### src/rtl/axi4_wr_arbiter.sv
// Round-robin arbiter giving NUM_REQ AXI4 masters exclusive AW->W->B ownership of one slave write port.
// Optional AXI_ARB_LEN_CHECK_EN adds a sticky W-beat versus awlen mismatch flag on len_err.
module axi4_wr_arbiter #(
  parameter int NUM_REQ    = 2,
  parameter int ADDR_WIDTH = 16,
  parameter int DATA_WIDTH = 32,
  parameter int ID_WIDTH   = 18,
  localparam int AW_W = ID_WIDTH + ADDR_WIDTH + 13,
  localparam int W_W  = DATA_WIDTH + DATA_WIDTH / 8 + 1,
  localparam int B_W  = ID_WIDTH + 2
) (
  input  logic                      clk_clk,
  input  logic                      reset_reset_n,
  input  logic [NUM_REQ-1:0]        s_awvalid,
  output logic [NUM_REQ-1:0]        s_awready,
  input  logic [NUM_REQ*AW_W-1:0]   s_aw,
  input  logic [NUM_REQ-1:0]        s_wvalid,
  output logic [NUM_REQ-1:0]        s_wready,
  input  logic [NUM_REQ*W_W-1:0]    s_w,
  output logic [NUM_REQ-1:0]        s_bvalid,
  input  logic [NUM_REQ-1:0]        s_bready,
  output logic [B_W-1:0]            s_b,
  output logic                      m_awvalid,
  input  logic                      m_awready,
  output logic [AW_W-1:0]           m_aw,
  output logic                      m_wvalid,
  input  logic                      m_wready,
  output logic [W_W-1:0]            m_w,
  input  logic                      m_bvalid,
  output logic                      m_bready,
  input  logic [B_W-1:0]            m_b,
  output logic [NUM_REQ-1:0]        grant,
  output logic                      len_err
);
  localparam int IW = $clog2(NUM_REQ);

  typedef enum logic [1:0] {ST_IDLE, ST_ADDR, ST_DATA, ST_RESP} state_t;

  state_t             r_state, w_state_nxt;
  logic [NUM_REQ-1:0] r_grant, w_grant_nxt;
  logic [IW-1:0]      r_gidx, w_gidx_nxt;
  logic [IW-1:0]      r_last, w_last_nxt;
  logic [IW-1:0]      w_win;
  logic               w_aw_hs, w_w_hs, w_b_hs;

  // Scan from furthest to nearest so the nearest requester after r_last wins.
  always_comb begin
    w_win = r_last;
    for (int k = NUM_REQ; k >= 1; k--) begin
      if (s_awvalid[IW'((int'(r_last) + k) % NUM_REQ)])
        w_win = IW'((int'(r_last) + k) % NUM_REQ);
    end
  end

  always_comb begin
    s_awready = '0;
    s_wready  = '0;
    s_bvalid  = '0;
    m_awvalid = 1'b0;
    m_wvalid  = 1'b0;
    m_bready  = 1'b0;
    m_aw      = '0;
    m_w       = '0;
    for (int k = 0; k < NUM_REQ; k++) begin
      if (r_grant[k]) begin
        m_aw = s_aw[k*AW_W +: AW_W];
        m_w  = s_w[k*W_W +: W_W];
      end
    end
    case (r_state)
      ST_ADDR: begin
        m_awvalid = |(s_awvalid & r_grant);
        s_awready = r_grant & {NUM_REQ{m_awready}};
      end
      ST_DATA: begin
        m_wvalid = |(s_wvalid & r_grant);
        s_wready = r_grant & {NUM_REQ{m_wready}};
      end
      ST_RESP: begin
        m_bready = |(s_bready & r_grant);
        s_bvalid = r_grant & {NUM_REQ{m_bvalid}};
      end
      default: ;
    endcase
  end

  assign s_b     = m_b;
  assign grant   = r_grant;
  assign w_aw_hs = m_awvalid & m_awready;
  assign w_w_hs  = m_wvalid & m_wready;
  assign w_b_hs  = m_bvalid & m_bready;

  always_comb begin
    w_state_nxt = r_state;
    w_grant_nxt = r_grant;
    w_gidx_nxt  = r_gidx;
    w_last_nxt  = r_last;
    case (r_state)
      ST_IDLE: if (|s_awvalid) begin
        w_state_nxt = ST_ADDR;
        w_gidx_nxt  = w_win;
        w_grant_nxt = {{(NUM_REQ-1){1'b0}}, 1'b1} << w_win;
      end
      ST_ADDR: if (w_aw_hs) w_state_nxt = ST_DATA;
      ST_DATA: if (w_w_hs && m_w[0]) w_state_nxt = ST_RESP;
      ST_RESP: if (w_b_hs) begin
        w_state_nxt = ST_IDLE;
        w_grant_nxt = '0;
        w_last_nxt  = r_gidx;
      end
      default: w_state_nxt = ST_IDLE;
    endcase
  end

  always_ff @(posedge clk_clk or negedge reset_reset_n) begin
    if (!reset_reset_n) begin
      r_state <= ST_IDLE;
      r_grant <= '0;
      r_gidx  <= '0;
      r_last  <= IW'(NUM_REQ - 1);
    end else begin
      r_state <= w_state_nxt;
      r_grant <= w_grant_nxt;
      r_gidx  <= w_gidx_nxt;
      r_last  <= w_last_nxt;
    end
  end

`ifdef AXI_ARB_LEN_CHECK_EN
  logic [8:0] r_beat_cnt;
  logic [7:0] r_awlen;
  logic       r_len_err;
  logic [8:0] w_beat_now;

  assign w_beat_now = r_beat_cnt + 9'd1;

  // The mismatching burst is still forwarded; only the flag records it.
  always_ff @(posedge clk_clk or negedge reset_reset_n) begin
    if (!reset_reset_n) begin
      r_beat_cnt <= '0;
      r_awlen    <= '0;
      r_len_err  <= 1'b0;
    end else if (w_aw_hs) begin
      r_beat_cnt <= '0;
      r_awlen    <= m_aw[12:5];
    end else if (w_w_hs) begin
      r_beat_cnt <= w_beat_now;
      if (m_w[0] && (w_beat_now != ({1'b0, r_awlen} + 9'd1)))
        r_len_err <= 1'b1;
    end
  end

  assign len_err = r_len_err;
`else
  assign len_err = 1'b0;
`endif

endmodule

### config.mk
export PLATFORM = sky130hd
export DESIGN_NAME = axi4_wr_arbiter
export DESIGN_NICKNAME = d
export VERILOG_FILES = /design/src/rtl/axi4_wr_arbiter.sv
export SDC_FILE = /design/constraint.sdc
export NUM_CORES = 1
export LEC_CHECK = 0
export CORE_AREA = 5 5 120 122
export CTS_CLUSTER_DIAMETER = 150
export DETAILED_ROUTE_END_ITERATION = 8
export DIE_AREA = 0 0 125 127
export DONT_BUFFER_PORTS = 1
export PLACE_DENSITY_LB_ADDON = 0.1
export SYNTH_ARGS = -nofsm -noshare
export SYNTH_HDL_FRONTEND = slang
export SYNTH_SLANG_ARGS = --single-unit
### constraint.sdc
create_clock -name clk_clk -period 1.7 [get_ports clk_clk]
set_input_delay 0.17 -clock clk_clk [delete_from_list [all_inputs] [get_ports clk_clk]]
set_output_delay 0.17 -clock clk_clk [all_outputs]
set_load 0.03 [all_outputs]
==> flow_summary.ini <==
[yosys]
synthAdderAreaFrac = 0.0418
synth_edf_count = 0
syn_area_um2 = 1500
synthMuxAreaShare = 0.0243
synth_area_per_cell_um2 = 8.13
ys_types = 25
async_reset_ff_frac = 1.00
synth-xor-area-share = 0.00586
synth_compound_area_frac = 0.559
syn-num-nets = 388
yosysWarningCount = 0
synth_top_family_by_area = compound AO/OA/AOI/OAI gates
synthFlopType = dfrtp_1
ys_ff_latch = 6
synth_cells = 184
ys_seq_area_frac = 0.101
synth-simple-area-share = 0.0820

[power_and_ir_drop]
p_leak_nw = 1.35
power_density_nw_per_um2 = 186
ir_drop_v = 0.000318
total_power_mw = 0.565

[setup_path]
cp.required_ps = 1530
criticalPathCategory = reg2out
reg2reg_slack_ps = 70
start_kind = flop
cp.arrival_ps = 1520
crit_fanout = 20
end_kind = output pin

[sta]
fmax_mhz = 593
fin_ws_ps = 13.3
setup_violations = 0
finalCritPeriodShare = 0.992
rsz0062_at_grt = yes
finalMaxSlewViolations = 0
setup_tns_ps = 0
holdWs_ps = 187
finalClockSkew_ps = 4.24
period_needed_ps = 1690
hold_viol = 0

[routing]
routed_wl_um = 9970
post_drt_via_cell_ratio = 4.33
drt-initial-drc-count = 78
dr_total_vias = 1878
drtAntennaViolNets = 0
detail_route.wl_per_cell_um = 23.0
firstDrtPassIters = 4
drc_errors = 0

[global_routing]
track_usage = 0.104
antenna_found_initial = 0
overflow = 0
grt_max_degree = 42
grt_pass1_wl_um = 13000
grt_pass1_vias = 1937

[layout]
final_area_um2 = 3040
final_util = 0.233
instances_no_fill = 434
area_growth_pct = 104
layout.nets = 463
drive_gt1_frac = 0.535
diodes = 0

[clock_network]
numCtsBuffers = 3
cts_root_buf = clkbuf_16
clkLatencyLatePin_ps = 230
numClockSinks = 6
path_clk_slew_ps = 30
cts_buffer_depth = 2
cts_tree = built
ctsHtreeMaxLevel = 1

[min_path]
hold_class = in2reg

[floorplanning]
die_area_um2 = 15900
fp.dieH_um = 127
num_io_pins = 315
num_rows = 42
core_um2 = 13100
start_util = 0.114
die_w_um = 125

[place]
hpwlAfterDp_um = 7990
place_ws_ps = 93.0
place.gp.congestion = 0.783
port_buffers = 0
dpl.cell_count = 420
place_area_um2 = 2430

[outcome]
status = finished clean

[run]
maxCapViolCount = 0
-- flip-flops by register name (all words and copies together) (netlist names) --
signal / cells
grant: 2
r_gidx: 1
r_last: 1
r_state: 2
-- final timing paths --
check | start | end | depth (start not counted)
setup / recovery | grant[1]$_DFFE_PN0P_ | m_aw[18] | 5
hold / removal | s_awvalid[1] | r_gidx$_DFFE_PN0P_ | 3
setup reg to reg | grant[1]$_DFFE_PN0P_ | r_state[1]$_DFFE_PN0P_ | 5
hold reg to reg | r_gidx$_DFFE_PN0P_ | r_gidx$_DFFE_PN0P_ | 2
max in group asynchronous | reset_reset_n | r_last$_DFFE_PN1P_ | 1
min in group asynchronous | reset_reset_n | r_state[1]$_DFFE_PN0P_ | 1
-- power breakdown --
| part | internal [mW] | total (mW) | leakage [nW] | switching (mW) |
|---|---|---|---|---|
| logic | 0.00595 | 0.0174 | 1.24 | 0.0114 |
| clock network | 0.312 | 0.404 | 0.0382 | 0.0917 |
| registers | 0.144 | 0.144 | 0.0713 | 0 |
-- repair_timing --
| action | in CTS | in global routing |
|---|---|---|
| buffers inserted | 6 | 0 |
| hold buffers | 1 | 0 |
| hold endpoints to repair | 6 | 0 |
| gates cloned | 2 | 2 |
| pin swaps | 4 | 9 |
| setup endpoints to repair | 81 | 56 |
| resized for setup | 30 | 53 |
-- placed cells by master, fill, tap and decap left out, types with 2 or more instances in the layout --
cell type	synthesis	layout
o21ai_0	5	5
nand2_1	9	9
and3_1	6	6
nor2_1	5	5
buf_4	23	26
dfrtp_1	5	3
a22oi_2	0	2
nor2b_1	4	3
buf_16	0	2
buf_6	0	63
a22o_1	84	70
clkbuf_16	0	5
a22o_4	0	14
inv_1	5	5
ha_1	5	5
buf_12	0	17
-- synth_stat cells, drive strengths merged (2+ instances only) --
cell type	count	area [um2]
mux2	2	26.3
nor2b	4	25.0
a22oi	3	22.5
and3	6	37.5
nor2	5	18.8
ha	5	62.6
a22o	84	736
clkbuf	6	22.5
dfrtp	5	125
nand2	9	33.8
buf	35	233
inv	5	18.8
o21ai	6	30.0
-- layout make-up --
cell class,count,area (um2)
Inverter,5,18.8
Clock buffer,4,78.8
Tap cell,176,220
Timing Repair Buffer,111,1360
Multi-Input combinational cell,132,1210
Fill cell,1396,10000
Sequential cell,6,156
-- metal layers --
metal,GRT usage,up-vias,part of all wire
met4,0.0179,0,0.012
li1,-,855,-
met5,0,-,0
met1,0.116,884,0.36
met2,0.197,131,0.55
met3,0.0309,8,0.088
-- worst max-delay path, stage by stage, from the launching register on --
cell and delay [ps]:
dfrtp_4 500, nor2b_4 140, buf_12 160, buf_12 160, a22o_1 170, buf_6 140
-- cell families (layout without fill, tap and decap cells) --
kind of cell	after synthesis	after routing
flops	6	6
simple gates	25	25
buf+inv	46	120
mux	3	3
other cells	1	1
fa+ha+maj	5	5
xor+xnor	1	1
compound gates	97	97
Power figures use the tool's default switching activity.
==> RTL change 1, RTL diff (config.mk and constraints unchanged) <==
Add a define of `AXI_ARB_LEN_CHECK_EN`.
--- a/src/rtl/axi4_wr_arbiter.sv
+++ b/src/rtl/axi4_wr_arbiter.sv
@@ -1,4 +1,6 @@
 // Round-robin arbiter giving NUM_REQ AXI4 masters exclusive AW->W->B ownership of one slave write port.
 // Optional AXI_ARB_LEN_CHECK_EN adds a sticky W-beat versus awlen mismatch flag on len_err.
+`define AXI_ARB_LEN_CHECK_EN
+
 module axi4_wr_arbiter #(
   parameter int NUM_REQ    = 2,
Formal check against the unedited RTL: not equivalent (Yosys sat finds a counterexample within 4 cycles, from zero or initial values and one cycle with reset_reset_n low).
==> RTL change 1 against the unedited design <==
  * The run now ends with setup timing left
  * Total power is 99% higher
  * Routed wire length is 51% higher
  * Cell area is 52% higher
  * Non-clock buffer count is 22 lower
  * Combinational power is 59% higher
  * Critical path depth is 2 higher
  * Setup slack worse by 110 ps
  * Area after synthesis is 71% higher
  * Sequential cell count is 18 higher
  * Highest routed layer unchanged
==> RTL change 1: results (changes against the unedited design) <==
holdCritPathClass: "primary input to flip-flop"
synthArstFlopShare: 1.00  # unchanged
io_buffers: 0  # unchanged
cp_slowest_cell: "dfrtp_4"
synthAdderAreaFrac: 0.0342  # -0.00764
place_ws_ps: -61.0  # -154 ps
synth_compound_area_frac: 0.342  # -0.217
fill_cells: 1273  # -8.8%
syn2layout_area_growth_pct: 80.3
cp.arrival_ps: 1940  # +420 ps
ys.warnings.count: 0  # unchanged
cts_buffer_depth: 2  # unchanged
clk_pin_slew_ps: 60  # +30 ps
post-dp-hpwl_mm: 10.5  # +32%
antenna_found_initial: 0  # unchanged
grt_max_degree: 83  # +98%
cts_root_buf: "clkbuf_16"
cts-buffers-inserted: 3  # unchanged
synth_common_cells: "a22o_1, dfrtp_1, buf_4"
drt-initial-drc-count: 100  # +28%
grt_usage: 0.154  # +0.0502
gr-usage-met1: 0.171  # +0.0553
syn_nets: 493  # +27%
largestRegisters: "r_beat_cnt: 9 flops, r_awlen: 8 flops"
place_area_um2: 3210  # +32%
worstSkewPairLatency_ps: 260  # +30 ps
violations: "setup timing"
yosysSeqAreaShare: 0.235  # +0.134
max_slew_margin: 0.739
htreeDepth: 1  # unchanged
nets: 544  # +17%
layout-drive-gt1-share: 0.623  # +0.0883
synth.area.top_cells: "a22o_1, dfrtp_1, buf_4"
synth-xor-area-share: 0.0840  # +0.0782
leakagePower_uw: 0.00218  # +62%
grtUsageMet2: 0.289  # +0.0917
fin_ws_ps: -94.0  # -107 ps
status: "complete, but fails checks"
num_vias: 2668  # +42%
ys.flop_type: "dfrtp_1"
final_max_slew_viol_count: 0  # unchanged
max-vdd-ir-drop_uv: 239  # -25%
wl_per_cell_um: 29.4  # +28%
critical_path.top_delay_family: "flip-flops"
worst_path_largest_cell_delay_ps: 530  # +30 ps
drt-pass1-iter-count: 4  # unchanged
grtUsageMet3: 0.0480  # +0.0171
gp_congestion: 0.791  # +0.98%
critPathMaxFanout: 6  # -70%
synth_cell_types: 37  # +48%
setup_viol: 54  # +54
finalClockSkew_ps: 7.17  # +2.92 ps
diodes: 0  # unchanged
synthMuxAreaShare: 0.0606  # +0.0363
grt_pass1_wl_mm: 18.7  # +44%
## RTL change 1: cell type report
type | count | area, um^2 | area share
timing repair buffer | 89 | 1230 | 0.266
tap | 176 | 220 | 0.0477
clock buffer | 4 | 78.8 | 0.0171
inverter | 4 | 15.0 | 0.00325
sequential | 24 | 612 | 0.132
multi-input combinational | 216 | 2460 | 0.534
## RTL change 1: repair_timing
item                                    CTS  global route
endpoints found under the setup margin   79            78
gates resized for setup                  74            37
cloned                                    3            16
pin swaps                                 3            18
setup buffers                             8            13
hold endpoints to repair                 24             0
hold buffers                              2             0
## RTL change 1: metrics by stage
stage | setup TNS (ps) | instances
after floorplan | -1010 | 287
after global placement | -50.0 | 468
after detailed placement | -104 | 468
after CTS | -1060 | 485
after global routing | -5900 | 513
final | -2560 | 513
## RTL change 1: cells by family (layout without fill, tap and decap cells)
kind of cell	Yosys count	count (layout)
AND/OR/NAND/NOR	67	67
buffers and inverters	47	97
flip-flops	24	24
adder cells (fa/ha/maj)	7	7
XOR/XNOR	23	23
multiplexers	14	14
AO/OA/AOI/OAI	105	105
## RTL change 1: power by group
group / internal, uW / switching [uW]
logic: 11.5 / 16.1
registers: 571 / 0
clock network: 321 / 208
total: 903 / 224
## RTL change 1: path summary, 6_finish.rpt
path / start / endpoint / slack (ps) / depth (start not counted)
setup / recovery: grant[1]$_DFFE_PN0P_ / r_state[1]$_DFFE_PN0P_ / -90 / 7
hold / removal: m_bvalid / r_last$_DFFE_PN1P_ / 160 / 2
setup reg to reg: grant[1]$_DFFE_PN0P_ / r_state[1]$_DFFE_PN0P_ / -90 / 7
hold reg to reg: r_gidx$_DFFE_PN0P_ / r_last$_DFFE_PN1P_ / 510 / 1
max in group asynchronous: reset_reset_n / r_last$_DFFE_PN1P_ / 1100 / 2
min in group asynchronous: reset_reset_n / r_beat_cnt[0]$_DFFE_PN0P_ / 370 / 2
## RTL change 1: worst reg2reg max path, delay by kind of cell, from the launching register on
kind	cells	cell delay (ps)
compound gates	2	280
flops	1	530
buf+inv	2	290
mux	1	310
simple gates	2	260
## RTL change 1: per-layer routing
metal	share of wire	up-vias	wire (um)
met4	0.013	0	192
met1	0.37	1340	5610
met5	0	-	0
met2	0.55	132	8270
met3	0.068	10	1030
li1	-	1186	-
==> RTL change 2, RTL diff (config.mk and constraints unchanged) <==
Without the edit above. Re-encode `state_t` (4 states) as one-hot, 4 bits wide.
--- a/src/rtl/axi4_wr_arbiter.sv
+++ b/src/rtl/axi4_wr_arbiter.sv
@@ -35,5 +35,5 @@
   localparam int IW = $clog2(NUM_REQ);
 
-  typedef enum logic [1:0] {ST_IDLE, ST_ADDR, ST_DATA, ST_RESP} state_t;
+  typedef enum logic [3:0] {ST_IDLE = 4'b0001, ST_ADDR = 4'b0010, ST_DATA = 4'b0100, ST_RESP = 4'b1000} state_t;
 
   state_t             r_state, w_state_nxt;
Function: same outputs for any inputs over 4 cycles, from zero or initial values and one cycle with reset_reset_n low; so few cycles prove little.
==> RTL change 2 against the unedited design <==
  * Die area is the same
  * Maximum frequency grew 0.18%
  * Worst hold slack lost 95 ps
  * Non-clock buffer count shrank 85
  * Utilization shrank 6.2 points
  * Routed wire length shrank 10%
  * Cell area shrank 26%
  * Clock skew shrank 2.3 ps
  * Sequential cell count grew 2
  * Setup slack gained 3.0 ps
  * Area after synthesis grew 5.3%
Power is left out: it rests on default switching activity, and per cell area and clock period it moved more than threefold.
==> RTL change 2: results (changes against the unedited design) <==
io_buffers: 0  # unchanged
synthAdderAreaFrac: 0  # -0.0418
drt_wl_total_mm: 8.94  # -10%
antenna_found_initial: 0  # unchanged
worstSkewPairLatency_ps: 230  # about the same
yosysSeqAreaShare: 0.129  # +0.0275
grt_pass1_wl_mm: 12.5  # -4.0%
worstHoldStart: "m_wready"
synth_compound_area_frac: 0.529  # -0.0296
cts_buffer_depth: 2  # unchanged
ys.warnings.count: 0  # unchanged
cp.arrival_ps: 1510
gp_congestion: 0.725  # -7.4%
status: "complete, no violations"
critPathMaxFanout: 6  # -70%
finalClockSkew_ps: 1.96  # -2.28 ps
placedCellCount: 350  # -17%
synth-xor-area-share: 0  # -0.00586
syn-mean-instance-area_um2: 8.03  # -1.2%
holdCritPathClass: "primary input to flip-flop"
reg2regPathDepth: 3  # -2
post-dp-hpwl_mm: 7.52  # -5.8%
clk_pin_slew_ps: 40
startpoint: "r_state[1]$_DFFE_PN0P_"
grt_max_degree: 67  # +60%
nets: 384  # -17%
drt-pass1-iter-count: 4  # unchanged
num_vias: 1738  # -7.5%
grt_overflow: 0  # unchanged
grt_usage: 0.0994  # -0.00429
synth.area.top_cells: "a22o_1, buf_4, dfrtp_1"
cts-buffers-inserted: 3  # unchanged
ys.flop_type: "dfrtp_1"
layout-drive-gt1-share: 0.717  # +0.183
htreeDepth: 1  # unchanged
top_register: "r_state"
drt-initial-drc-count: 117  # +50%
synth_common_cells: "a22o_1, buf_4, clkbuf_1"
routed_via_density: 4.83  # +12%
cts_root_buf: "clkbuf_16"
largest_register_ff_count: 4
reg2reg_from: "r_state[0]$_DFFE_PN1P_"
synth_cell_types: 38  # +52%
hold_depth: 1  # -2
grt_pass1_vias: 1869  # -3.5%
synthMuxAreaShare: 0.0199  # -0.00439
syn_nets: 395  # +1.8%
## RTL change 2: cell count changes after synthesis, sizes merged, moves of 4 or more
cell and change:
buf -10, inv -4, nand3 +4, clkbuf +11, nor4b +4, ha -5
## RTL change 2: what timing repair did
| item | 4_1_cts | 5_1_grt |
|---|---|---|
| hold buffers | 1 | 0 |
| endpoints found under the setup margin | 71 | 40 |
| resized for setup | 29 | 11 |
| pin swaps | 1 | 4 |
| hold endpoints to repair | 8 | 0 |
| setup buffers | 4 | 1 |
| cloned | 1 | 0 |
## RTL change 2: final timing paths
check                                    endpoint  slack [ps]
max                                      m_bready          20
min                        r_state[3]$_DFFE_PN0P_          90
max reg2reg                  grant[1]$_DFFE_PN0P_          20
min reg2reg                    r_gidx$_DFFE_PN0P_         550
max in group asynchronous    grant[1]$_DFFE_PN0P_        1050
min in group asynchronous    grant[1]$_DFFE_PN0P_         320
## RTL change 2: logic make-up after synthesis
| group | Yosys count |
|---|---|
| compound gates | 99 |
| buf+inv | 43 |
| simple gates | 42 |
| flops | 8 |
| mux | 3 |
| other cells | 1 |
## RTL change 2: per-layer routing
layer,part of all wire,track usage,vias to the layer above
met3,0.082,0.0250,23
met5,0,0,-
met4,0.029,0.0325,0
met2,0.51,0.173,153
met1,0.38,0.120,813
li1,-,-,749
## RTL change 2: critical path: stages, from the launching register on
cell and delay [ps]:
dfrtp_2 440, or4b_4 600, nor2_4 100, buf_6 130
## RTL change 2: area by class of cell
class	instances	area, um^2
sequential	8	210
clock buffer	4	78.8
fill	1435	10800
timing repair buffer	26	275
multi-input combinational	145	1450
inverter	1	3.75
tap	176	220
## RTL change 2: stage by stage
stage | setup slack, ps | hold WS (ps) | TNS (ps) | instance area (um^2)
after floorplan | -58.8 | -126 | -1890 | 1690
after global placement | 77.3 | -125 | 0 | 1870
after detailed placement | 68.6 | -125 | 0 | 1870
after CTS | -15.6 | 91.6 | -158 | 2210
after global routing | -27.8 | 90.8 | -110 | 2240
final | 16.3 | 91.7 | 0 | 2240
